$ cat src/rtl/chan_dff_bank_pkg.sv
// Shared constants for the channel register bank: scan FSM encodings,
// default geometry and the channel-index width helper.
package chan_dff_bank_pkg;

    localparam int DEF_WIDTH = 4;
    localparam int DEF_NCH   = 4;

    localparam logic [1:0] ST_IDLE = 2'd0;
    localparam logic [1:0] ST_SCAN = 2'd1;
    localparam logic [1:0] ST_DONE = 2'd2;

    // Channel-index width; never narrower than one bit.
    function automatic int sel_width(input int n);
        return (n < 2) ? 1 : $clog2(n);
    endfunction

endpackage

$ cat src/rtl/chan_dff_bank_chan_dff.sv
// One WIDTH-bit channel register: async active-low reset, then synchronous
// clear, preset and load in that priority order.
module chan_dff #(
    parameter int               WIDTH      = 4,
    parameter logic [WIDTH-1:0] PRESET_VAL = {WIDTH{1'b1}}
) (
    input  logic             clock,
    input  logic             reset_n,
    input  logic             clr,
    input  logic             pst,
    input  logic             ld,
    input  logic [WIDTH-1:0] d,
    output logic [WIDTH-1:0] q
);

    // Channel state update with clear > preset > load priority.
    always_ff @(posedge clock or negedge reset_n) begin
        if (!reset_n) begin
            q <= {WIDTH{1'b0}};
        end else if (clr) begin
            q <= {WIDTH{1'b0}};
        end else if (pst) begin
            q <= PRESET_VAL;
        end else if (ld) begin
            q <= d;
        end else begin
            q <= q;
        end
    end

endmodule

$ cat src/rtl/chan_dff_bank.sv
// Bank of NCH channel registers with a registered random-access read port
// and a sequencer that streams every channel out in index order.
module chan_dff_bank
    import chan_dff_bank_pkg::*;
#(
    parameter int               WIDTH      = DEF_WIDTH,
    parameter int               NCH        = DEF_NCH,
    parameter logic [WIDTH-1:0] PRESET_VAL = {WIDTH{1'b1}},
    localparam int              SELW       = sel_width(NCH)
) (
    input  logic             clock,
    input  logic             reset_n,
    input  logic             wr_en,
    input  logic [SELW-1:0]  wr_ch,
    input  logic [WIDTH-1:0] wr_data,
    input  logic [NCH-1:0]   clr,
    input  logic [NCH-1:0]   pst,
    input  logic [SELW-1:0]  rd_ch,
    output logic [WIDTH-1:0] rd_data,
    input  logic             scan_start,
    output logic             scan_busy,
    output logic             scan_valid,
    output logic [SELW-1:0]  scan_ch,
    output logic [WIDTH-1:0] scan_data,
    output logic             scan_done
);

    // Terminal count compared directly, so NCH need not be a power of two.
    localparam logic [SELW-1:0] LAST_CH = SELW'(NCH - 1);

    logic [WIDTH-1:0] chan_q_s [NCH];
    logic [WIDTH-1:0] rd_mux_s;
    logic [WIDTH-1:0] scan_mux_s;
    logic [1:0]       state_r;
    logic [SELW-1:0]  cnt_r;

    for (genvar i = 0; i < NCH; i++) begin : g_chan
        // An out-of-range wr_ch matches no channel, so the write is dropped.
        logic ld_s;
        assign ld_s = wr_en & (wr_ch == SELW'(i));

        chan_dff #(
            .WIDTH      (WIDTH),
            .PRESET_VAL (PRESET_VAL)
        ) u_chan (
            .clock   (clock),
            .reset_n (reset_n),
            .clr     (clr[i]),
            .pst     (pst[i]),
            .ld      (ld_s),
            .d       (wr_data),
            .q       (chan_q_s[i])
        );
    end

    // Read and scan selectors; an index beyond the last channel yields zero.
    always_comb begin
        rd_mux_s   = {WIDTH{1'b0}};
        scan_mux_s = {WIDTH{1'b0}};
        for (int i = 0; i < NCH; i++) begin
            if (rd_ch == SELW'(i)) begin
                rd_mux_s = chan_q_s[i];
            end else begin
                rd_mux_s = rd_mux_s;
            end
            if (cnt_r == SELW'(i)) begin
                scan_mux_s = chan_q_s[i];
            end else begin
                scan_mux_s = scan_mux_s;
            end
        end
    end

    // Registered read port, sees channel values from before this edge's update.
    always_ff @(posedge clock or negedge reset_n) begin
        if (!reset_n) begin
            rd_data <= {WIDTH{1'b0}};
        end else begin
            rd_data <= rd_mux_s;
        end
    end

    // Scan sequencer: one beat per cycle for channels 0..NCH-1, then a done pulse.
    always_ff @(posedge clock or negedge reset_n) begin
        if (!reset_n) begin
            state_r    <= ST_IDLE;
            cnt_r      <= {SELW{1'b0}};
            scan_busy  <= 1'b0;
            scan_valid <= 1'b0;
            scan_ch    <= {SELW{1'b0}};
            scan_data  <= {WIDTH{1'b0}};
            scan_done  <= 1'b0;
        end else begin
            case (state_r)
                ST_IDLE: begin
                    scan_done <= 1'b0;
                    if (scan_start) begin
                        state_r   <= ST_SCAN;
                        cnt_r     <= {SELW{1'b0}};
                        scan_busy <= 1'b1;
                    end else begin
                        state_r   <= ST_IDLE;
                    end
                end
                ST_SCAN: begin
                    scan_valid <= 1'b1;
                    scan_ch    <= cnt_r;
                    scan_data  <= scan_mux_s;
                    if (cnt_r == LAST_CH) begin
                        cnt_r   <= {SELW{1'b0}};
                        state_r <= ST_DONE;
                    end else begin
                        cnt_r   <= cnt_r + 1'b1;
                    end
                end
                ST_DONE: begin
                    scan_valid <= 1'b0;
                    scan_done  <= 1'b1;
                    scan_busy  <= 1'b0;
                    state_r    <= ST_IDLE;
                end
                default: begin
                    state_r    <= ST_IDLE;
                    cnt_r      <= {SELW{1'b0}};
                    scan_busy  <= 1'b0;
                    scan_valid <= 1'b0;
                    scan_done  <= 1'b0;
                end
            endcase
        end
    end

endmodule

$ cat config.mk
export PLATFORM = sky130hd
export DESIGN_NAME = chan_dff_bank
export DESIGN_NICKNAME = d
export VERILOG_FILES = /design/src/rtl/chan_dff_bank_pkg.sv /design/src/rtl/chan_dff_bank_chan_dff.sv /design/src/rtl/chan_dff_bank.sv
export SDC_FILE = /design/constraint.sdc
export NUM_CORES = 1
export LEC_CHECK = 0
export ABC_AREA = 1
export CAP_MARGIN = 20
export CORE_MARGIN = 10
export CORE_UTILIZATION = 51
export CTS_CLUSTER_DIAMETER = 200
export DETAILED_ROUTE_END_ITERATION = 7
export PLACE_DENSITY = 0.79
export SLEW_MARGIN = 10
export SYNTH_ARGS = -nofsm -noshare
export SYNTH_HDL_FRONTEND = slang
export SYNTH_SLANG_ARGS = --single-unit
$ cat constraint.sdc
create_clock -name clock -period 1.8 [get_ports clock]
set_clock_uncertainty 0.15 [all_clocks]
set_input_delay 0.18 -clock clock [delete_from_list [all_inputs] [get_ports clock]]
set_output_delay 0.18 -clock clock [all_outputs]
set_load 0.03 [all_outputs]
==> impl_results.md <==
* Worst hold slack at 0.0948 ns
* Routed len/inst at 12.7 um
* Setup bufs post-CTS at 0
* Vias in the first global route at 1448
* Total die area at 5950 um2
* Synth warnings at 0
* Final worst-path cycle share at 0.942
* Cell area power density at 1260 nW/um2
* CTS tree: built
* Worst vdd ir at 0.000598 V
* Placed cell areas at 2040 um2
* Clock Latency Late Sink at 0.33 ns
* Drt first pass iters at 5
* Fmax at 590 MHz
* Largest net degree at the start of global routing at 34
* Die W at 77.1 um
* Clock tree sinks at 33
* Final count of hold timing violations at 0
* Pleak at 1.07 nW
* First-pass GRT wire length at 6.58 mm
* Hold-fix buffers, CTS at 0
* Final net count at 282
* Max-cap violations at 0
* Row count at 20
* Setup crit end kind: output port
* CP max-delay cell: clkdlybuf4s50_1
* Final WS setup at 0.105 ns
* Clk slew on worst S/H paths at 0.10 ns
* Layout fillers at 279
* Synth cell types at 16
* Residual DRC count at 0
* Outcome: finished, final reports clean
* Critical Path Start Type: flop
* Syn_nets at 243
* Clock tree buffer depth at 2
* DP HPWL at 2.96 mm
* Yosys reg bits at 33
* Critical path required time at 1.47 ns
* Vias at 1520
* Slew at the pin closest to its max-slew limit at 0.403 ns
* H-tree levels at 2
* IO Pins at 33
* Aggregate global-route resource usage at 0.131
* Routed wire length at 3.84 mm
* Die height at 77.1 um
* Post-cts resize count at 0
* CP Max Fanout at 2
* Initial core utilization at 0.541
* Final setup TNS at 0 ns
* Syn Std Cell Area at 1660 um2
* Critical Path Max Stage Delay at 0.67 ns
* Mean Syn Cell Area at 7.60 um2
* Minimum clock period at 1.70 ns
* Antenna diodes at 0
* Post-Place Setup Slack at 0.301 ns
* Critical path class: reg -> out
* 1st-iter DRT viols at 178
* Crit path DAT at 1.37 ns
* Setup repair after global routing missed its margin: false
* Pins Over Slew Limit at 0
* Layout cell share with drive strength beyond 1 at 0.0463
* Synth Instances at 219
* Max-slew headroom at 0.732
* Inserted Clock Buffers at 5
* Final setup vio count at 0
* PortBufs at 32
* Buf/Inv on CP at 1
* CTS Root Cell: clkbuf_4
* Core area at 3080 um2
* Final Cell Area at 2120 um2
* CP Cell Sequence: clkdlybuf4s50_1
* Total grt overflow at 0
* Type of the most critical hold path: in -> async
* Area added between synthesis and finish at 27.4%
* Worst path top cell family by delay: buffers and inverters
* Routed vias/inst at 5.02
* Final Wtd Congestion at 0.920
* Number of antenna-violating nets in the routed design at 0
* Initial antenna violation count at 0
* Register area share after synthesis at 0.496
## worst paths after layout
path	start	slack (ns)	endpoint	cells past startpoint
worst max-delay path	scan_valid$_DFFE_PN0N_	0.10	scan_valid	1
worst min-delay path	reset_n	0.09	rd_data[1]$_DFF_PN0_	2
worst max register to register	cnt_r[0]$_DFFE_PN0P_	0.29	scan_data[3]$_DFFE_PN0P_	7
worst min register to register	state_r[0]$_DFFE_PN0P_	0.34	scan_done$_DFFE_PN0N_	1
max in group asynchronous	reset_n	1.11	g_chan[3].u_chan.q[2]$_DFFE_PN0P_	2
min in group clock	scan_start	0.32	state_r[0]$_DFFE_PN0P_	3
## per-stage QoR
step / utilization / total power (W) / std cells
floorplan: - / 0.00175 / 219
global placement: 0.661 / 0.00210 / 295
detailed placement: 0.661 / 0.00211 / 295
CTS: 0.689 / 0.00268 / 303
global route: 0.689 / 0.00288 / 303
finish: 0.689 / 0.00267 / 303
## logic make-up (layout without fill, tap and decap cells)
kind of cell,after synthesis,after routing,synth area share
simple gates,123,123,0.313
flops,33,33,0.496
buf+inv,30,70,0.0722
compound gates,29,29,0.0887
fa+ha+maj,4,4,0.0301
## synth_stat cells, drive strengths merged
cell	number	area (um2)
nand2	70	265
nand4	8	50.1
ha	4	50.1
nor2	20	80.1
dfrtp	33	826
nand3	25	125
clkinv	1	3.75
buf	1	11.3
inv	28	105
a21oi	14	70.1
o21ai	14	70.1
a21boi	1	7.51
## cell usage in the layout, fill, tap and decap left out, drive strengths merged
cell	instances
nand2	70
dfrtp	33
clkdlybuf4s50	32
inv	28
nand3	25
nor2	20
a21oi	14
o21ai	14
nand4	8
clkbuf	7
ha	4
a21boi	1
clkinv	1
bufinv	1
buf	1
## final cells by class
| class | count | area (um2) | share of cell area |
|---|---|---|---|
| clock inverter | 1 | 30.0 | 0.0142 |
| sequential | 33 | 826 | 0.389 |
| timing repair buffer | 33 | 328 | 0.155 |
| multi-input combinational | 156 | 718 | 0.339 |
| clock buffer | 7 | 55.1 | 0.0260 |
| tap | 44 | 55.1 | 0.0260 |
| inverter | 29 | 109 | 0.0513 |
## power by group
group	internal, W	switching (W)	leakage (nW)
clock	0.000332	0.000239	0.0455
sequential	0.000906	0.0000990	0.406
combinational	0.000414	0.000680	0.617
total	0.00165	0.00102	1.07
## flip-flops by register name, indices dropped and copies added, names as in the netlist
register,count
scan_done,1
state_r,2
scan_data,4
rd_data,4
g_chan.u_chan.q,16
scan_busy,1
scan_valid,1
cnt_r,2
scan_ch,2
## routing by layer
metal  up-vias  share of wire  global-route usage
met2        58           0.47               0.210
li1        788              -                   -
met4         0         0.0099              0.0456
met3         5          0.071              0.0350
met5         -              0                   0
met1       669           0.45               0.164
Note: power is estimated with default switching activity, not from simulation.
==> patch 1, RTL diff (same settings) <==
Remove the register `rd_data`: a continuous assignment takes its place, so the output `rd_data` follows one clock earlier.
--- a/src/rtl/chan_dff_bank.sv
+++ b/src/rtl/chan_dff_bank.sv
@@ -72,13 +72,7 @@
     end
 
     // Registered read port, sees channel values from before this edge's update.
-    always_ff @(posedge clock or negedge reset_n) begin
-        if (!reset_n) begin
-            rd_data <= {WIDTH{1'b0}};
-        end else begin
-            rd_data <= rd_mux_s;
-        end
-    end
+    assign rd_data = rd_mux_s;
 
     // Scan sequencer: one beat per cycle for channels 0..NCH-1, then a done pulse.
     always_ff @(posedge clock or negedge reset_n) begin
Function: changed (Yosys sat finds a counterexample within 4 cycles, from zero or initial values and one cycle with reset_n low).
==> patch 1 against the unedited design <==
  * Synthesized cell count shrank 0.46%
  * Die area shrank 1.6%
  * Routed wire length up 3.0%
  * Design area decreased by 3.9%
  * Worst setup slack hardly changed
  * Worst hold slack worse by 12 ps
  * Largest cell class is now multi-input gates
  * Synthesized area is 2.1% lower
  * Sequential cell count is 4 lower
  * Via count shrank 0.33%
  * Utilization is 2.1 points lower
  * Global-route usage up 1.3 points
  * Power shrank 8.6%
==> patch 1: results (changes against the unedited design) <==
[power]
p_leak_nw = 1.04  ; -2.7%
power_mw = 2.44  ; -8.6%
power_switching_mw = 1.02  ; +0.59%
p_comb_mw = 1.10
p_clk_uw = 392  ; -31%
vdd_ir_drop_max_mv = 0.462  ; -23%

[final_layout]
nNetsFinal = 280  ; -0.71%
n_all_inverters = 24  ; -17%
fillCellCount = 292  ; +4.7%
stdcell_count = 300  ; -0.99%
clockNetworkAreaShare_pct = 2.70  ; -1.3 points
drive_gt1_share_pct = 8.59  ; +4.0 points
seq_share_pct = 35.6  ; -3.3 points
multi_input_area_um2 = 792  ; +10%
bufAreaShareNonClock_pct = 15.6  ; +0.14 points
multi_input_comb_cells = 163  ; +4.5%
reg_top3 = g_chan.u_chan.q (16), scan_data (4)
clock_buffers = 7  ; unchanged

[synth]
synthAdderAreaFrac_pct = 3.07  ; +0.065 points
synth_commonest_cells = 69 x nand2_1, 33 x nand3_1, 29 x dfrtp_1
syn_nets = 242  ; -0.41%
synth.area.mux_share_pct = 0  ; unchanged
ys_seq_area_share_pct = 44.5  ; -5.1 points
synth.avg_cell_area_um2 = 7.47  ; -1.7%
synth-seq-cells = 29  ; -12%
synthArstFlopShare_pct = 100  ; unchanged
synthDistinctLibCells = 20  ; +4
ys.flop_type = dfrtp_1
ys_top_cells_by_area = dfrtp_1 45%, nand2_1 16%, nand3_1 10%
synth-compound-area-share_pct = 7.83  ; -1.0 points
synth.yosys.warnings = 0  ; unchanged

[global_route]
met3_usage_pct = 5.78  ; +2.3 points
grt_pass1_wl_um = 6950  ; +5.6%
grt_usage_pct = 14.3  ; +1.3 points
grt_max_degree = 30  ; -12%
grtUsageMet2_pct = 21.6  ; +0.61 points
grt_pass1_vias = 1524  ; +5.2%
use_met1_pct = 17.6  ; +1.2 points

[placement]
gp_congestion = 0.928  ; +0.92%
dp.cells = 293  ; -0.68%
dp_hpwl_um = 3060  ; +3.6%
dpl_worst_slack_ps = 169  ; -131 ps

[worst_setup_path]
r2r_slack_ps = 380  ; +90 ps
reg2reg_depth = 7  ; unchanged
critical_path.top_delay_family = buffers and inverters
rr_endpoint = scan_data[3]$_DFFE_PN0P_

[run_status]
status = completed

[drt]
firstDrtPassIters = 4  ; -1
drt-wirelength-per-cell_um = 13.2  ; +4.0%
met1Wirelength_um = 1880  ; +9.0%
drt-initial-drc-count = 94  ; -47%
drc_errors = 0  ; unchanged
vias_per_cell = 5.05  ; +0.67%
maxUsedRoutingLayer = met4
wl_met2_um = 1750  ; -3.2%
routed-wl-met3_um = 273  ; -0.36%

[clocking]
ctsLongestPathBuffers = 2  ; unchanged
cts_max_level = 2  ; unchanged
path_clk_slew_ps = 80  ; -20 ps

[timing]
worst_pin_slew_ps = 422  ; +19.7 ps

[patch 1: kinds of logic after synthesis]
group / Yosys count
compound gates: 25
fa+ha+maj: 4
buf+inv: 26
flops: 29
simple gates: 134
[patch 1: worst max path at each step]
stage / startpoint / end / slack, ps / cells past startpoint
after floorplan: cnt_r[0]$_DFFE_PN0P_ / scan_data[3]$_DFFE_PN0P_ / 540 / 7
after global placement: rd_ch[1] / rd_data[0] / 160 / 5
after detailed placement: rd_ch[1] / rd_data[0] / 170 / 5
after CTS: scan_data[0]$_DFFE_PN0P_ / scan_data[0] / 80 / 1
after global routing: rd_ch[0] / rd_data[1] / 30 / 5
final: scan_data[0]$_DFFE_PN0P_ / scan_data[0] / 110 / 1
[patch 1: per-stage QoR]
step           hold WS (ps)  instance area, µm²
2_1_floorplan          -266                1630
3_3_place_gp            315                1980
3_5_place_dp            316                1980
4_1_cts                90.6                2040
5_1_grt                 101                2040
6_report               82.3                2040
==> patch 2, RTL diff (same settings) <==
Made on the original files. The package constant `DEF_WIDTH` goes from 4 to 3.
--- a/src/rtl/chan_dff_bank_pkg.sv
+++ b/src/rtl/chan_dff_bank_pkg.sv
@@ -2,7 +2,7 @@
 // default geometry and the channel-index width helper.
 package chan_dff_bank_pkg;
 
-    localparam int DEF_WIDTH = 4;
+    localparam int DEF_WIDTH = 3;
     localparam int DEF_NCH   = 4;
 
     localparam logic [1:0] ST_IDLE = 2'd0;
Ports: changed (resized rd_data, scan_data and wr_data); port bits go from 33 to 30. The function was not compared with the original's and may differ.
==> patch 2 against the unedited design <==
  * Design area decreased by 17%
  * First-iteration DRC count is 57% lower
  * Routed wire length down 17%
  * Synthesized cell count is 16% lower
  * Worst setup slack got worse by 2.4 ps
  * Clock power is 57% lower
  * Sequential cell count fell by 6
  * Power shrank 22%
  * Synthesized area shrank 15%
  * Worst hold slack lost 17 ps
  * Critical path type unchanged
  * Largest power group unchanged
==> patch 2: results (changes against the unedited design) <==
[power]
p_comb_uw = 943  ; -13%
power_density_nw_per_um2 = 1180  ; -6.5%
vdd_ir_drop_max_mv = 0.876  ; +46%
pg_seq_uw = 881  ; -13%
p_leak_nw = 0.897  ; -16%
power_switching_uw = 858  ; -16%

[global_route]
antenna_found_initial = 0  ; unchanged
grt_max_degree = 28  ; -18%
grt_pass1_wl_um = 5640  ; -14%
grt_usage_pct = 12.8  ; -0.25 points

[clocking]
clock_latency_ps = 310  ; -20 ps
post-cts-setup-buffer-count = 0  ; unchanged
cts_max_level = 1  ; -1
cts-root-buf = clkbuf_4
cts_resized = 0  ; unchanged
ctsLongestPathBuffers = 2  ; unchanged
cts_made_buffers = 3  ; -2
path_clk_slew_ps = 130  ; +30 ps

[final_layout]
diodes = 0  ; unchanged
syn_to_final_growth_pct = 24.3
drive_gt1_share_pct = 3.72  ; -0.91 points
reg_top3 = g_chan.u_chan.q (12), rd_data (3), scan_data (3)
fillCellCount = 224  ; -20%
nNetsFinal = 239  ; -15%

[drt]
wirelength_um = 3200  ; -17%
vias = 1318  ; -13%
drt-initial-drc-count = 77  ; -57%
firstDrtPassIters = 4  ; -1

[placement]
dpl_cell_area_um2 = 1730  ; -15%
gp_congestion = 0.848  ; -7.8%
placement.io_buffers = 29  ; -9.4%
dp_hpwl_um = 2630  ; -11%

[synth]
synthDistinctLibCells = 16  ; unchanged
synthAdderAreaFrac_pct = 3.54  ; +0.53 points
synth-compound-area-share_pct = 7.26  ; -1.6 points
synth_xor_area_share_pct = 0  ; unchanged
synth_commonest_cells = 57 x nand2_1, 28 x nand3_1, 27 x dfrtp_1
synth.area.mux_share_pct = 0  ; unchanged
synthArstFlopShare_pct = 100  ; unchanged
synth.yosys.warnings = 0  ; unchanged
ys_seq_area_share_pct = 47.8  ; -1.8 points
syn_nets = 206  ; -15%
ys_top_cells_by_area = dfrtp_1 48%, nand2_1 15%, nand3_1 9.9%

[hold_path]
min_path_type = primary input to async pin

[worst_setup_path]
critPathMaxFanout = 2  ; unchanged
critical_path.top_delay_family = buffers and inverters
cpPeakStageDelay_ps = 680
crit_slowest_cell = clkdlybuf4s50_1
arrival_ps = 1370  ; about the same

[timing]
worst_pin_slew_ps = 380  ; -22.8 ps

[run_status]
status = completed

[patch 2: changes by cell type in the layout (fill, tap and decap cells not counted), sizes merged, moves of 4 or more]
cell | unedited run | this run
nand3 | 25 | 29
nand2 | 70 | 58
o21ai | 14 | 4
inv | 28 | 22
nor2 | 20 | 13
dfrtp | 33 | 27
[patch 2: cell type report]
type / count / area share, %
sequential: 27 / 38.4
multi-input combinational: 132 / 36.2
timing repair buffer: 30 / 16.9
inverter: 22 / 4.70
tap: 31 / 2.21
clock buffer: 4 / 1.49
[patch 2: path summary, 6_finish.rpt]
path / end / cells past startpoint / startpoint / slack, ps
min in group clock: scan_busy$_DFFE_PN0P_ / 3 / scan_start / 340
max in group asynchronous: scan_done$_DFFE_PN0N_ / 2 / reset_n / 1170
min: rd_data[0]$_DFF_PN0_ / 2 / reset_n / 80
min reg2reg: scan_ch[1]$_DFFE_PN0P_ / 2 / scan_ch[1]$_DFFE_PN0P_ / 350
max reg2reg: scan_data[0]$_DFFE_PN0P_ / 7 / cnt_r[0]$_DFFE_PN0P_ / 410
max: scan_ch[0] / 1 / scan_ch[0]$_DFFE_PN0P_ / 100
[patch 2: routing by layer]
| layer | GRT usage (%) | part of all wire, % | vias to the layer above | routed length [µm] |
|---|---|---|---|---|
| li1 | - | - | 663 | - |
| met1 | 15.6 | 43 | 600 | 1360 |
| met2 | 21.4 | 49 | 48 | 1570 |
| met3 | 2.86 | 7.0 | 7 | 224 |
| met4 | 5.06 | 1.5 | 0 | 47 |
| met5 | 0 | 0 | - | 0 |
[patch 2: stage by stage]
stage / worst slack [ps] / cells
floorplan: 584 / 183
global placement: 445 / 242
detailed placement: 409 / 242
CTS: 81.5 / 246
global route: 27.1 / 246
finish: 102 / 246
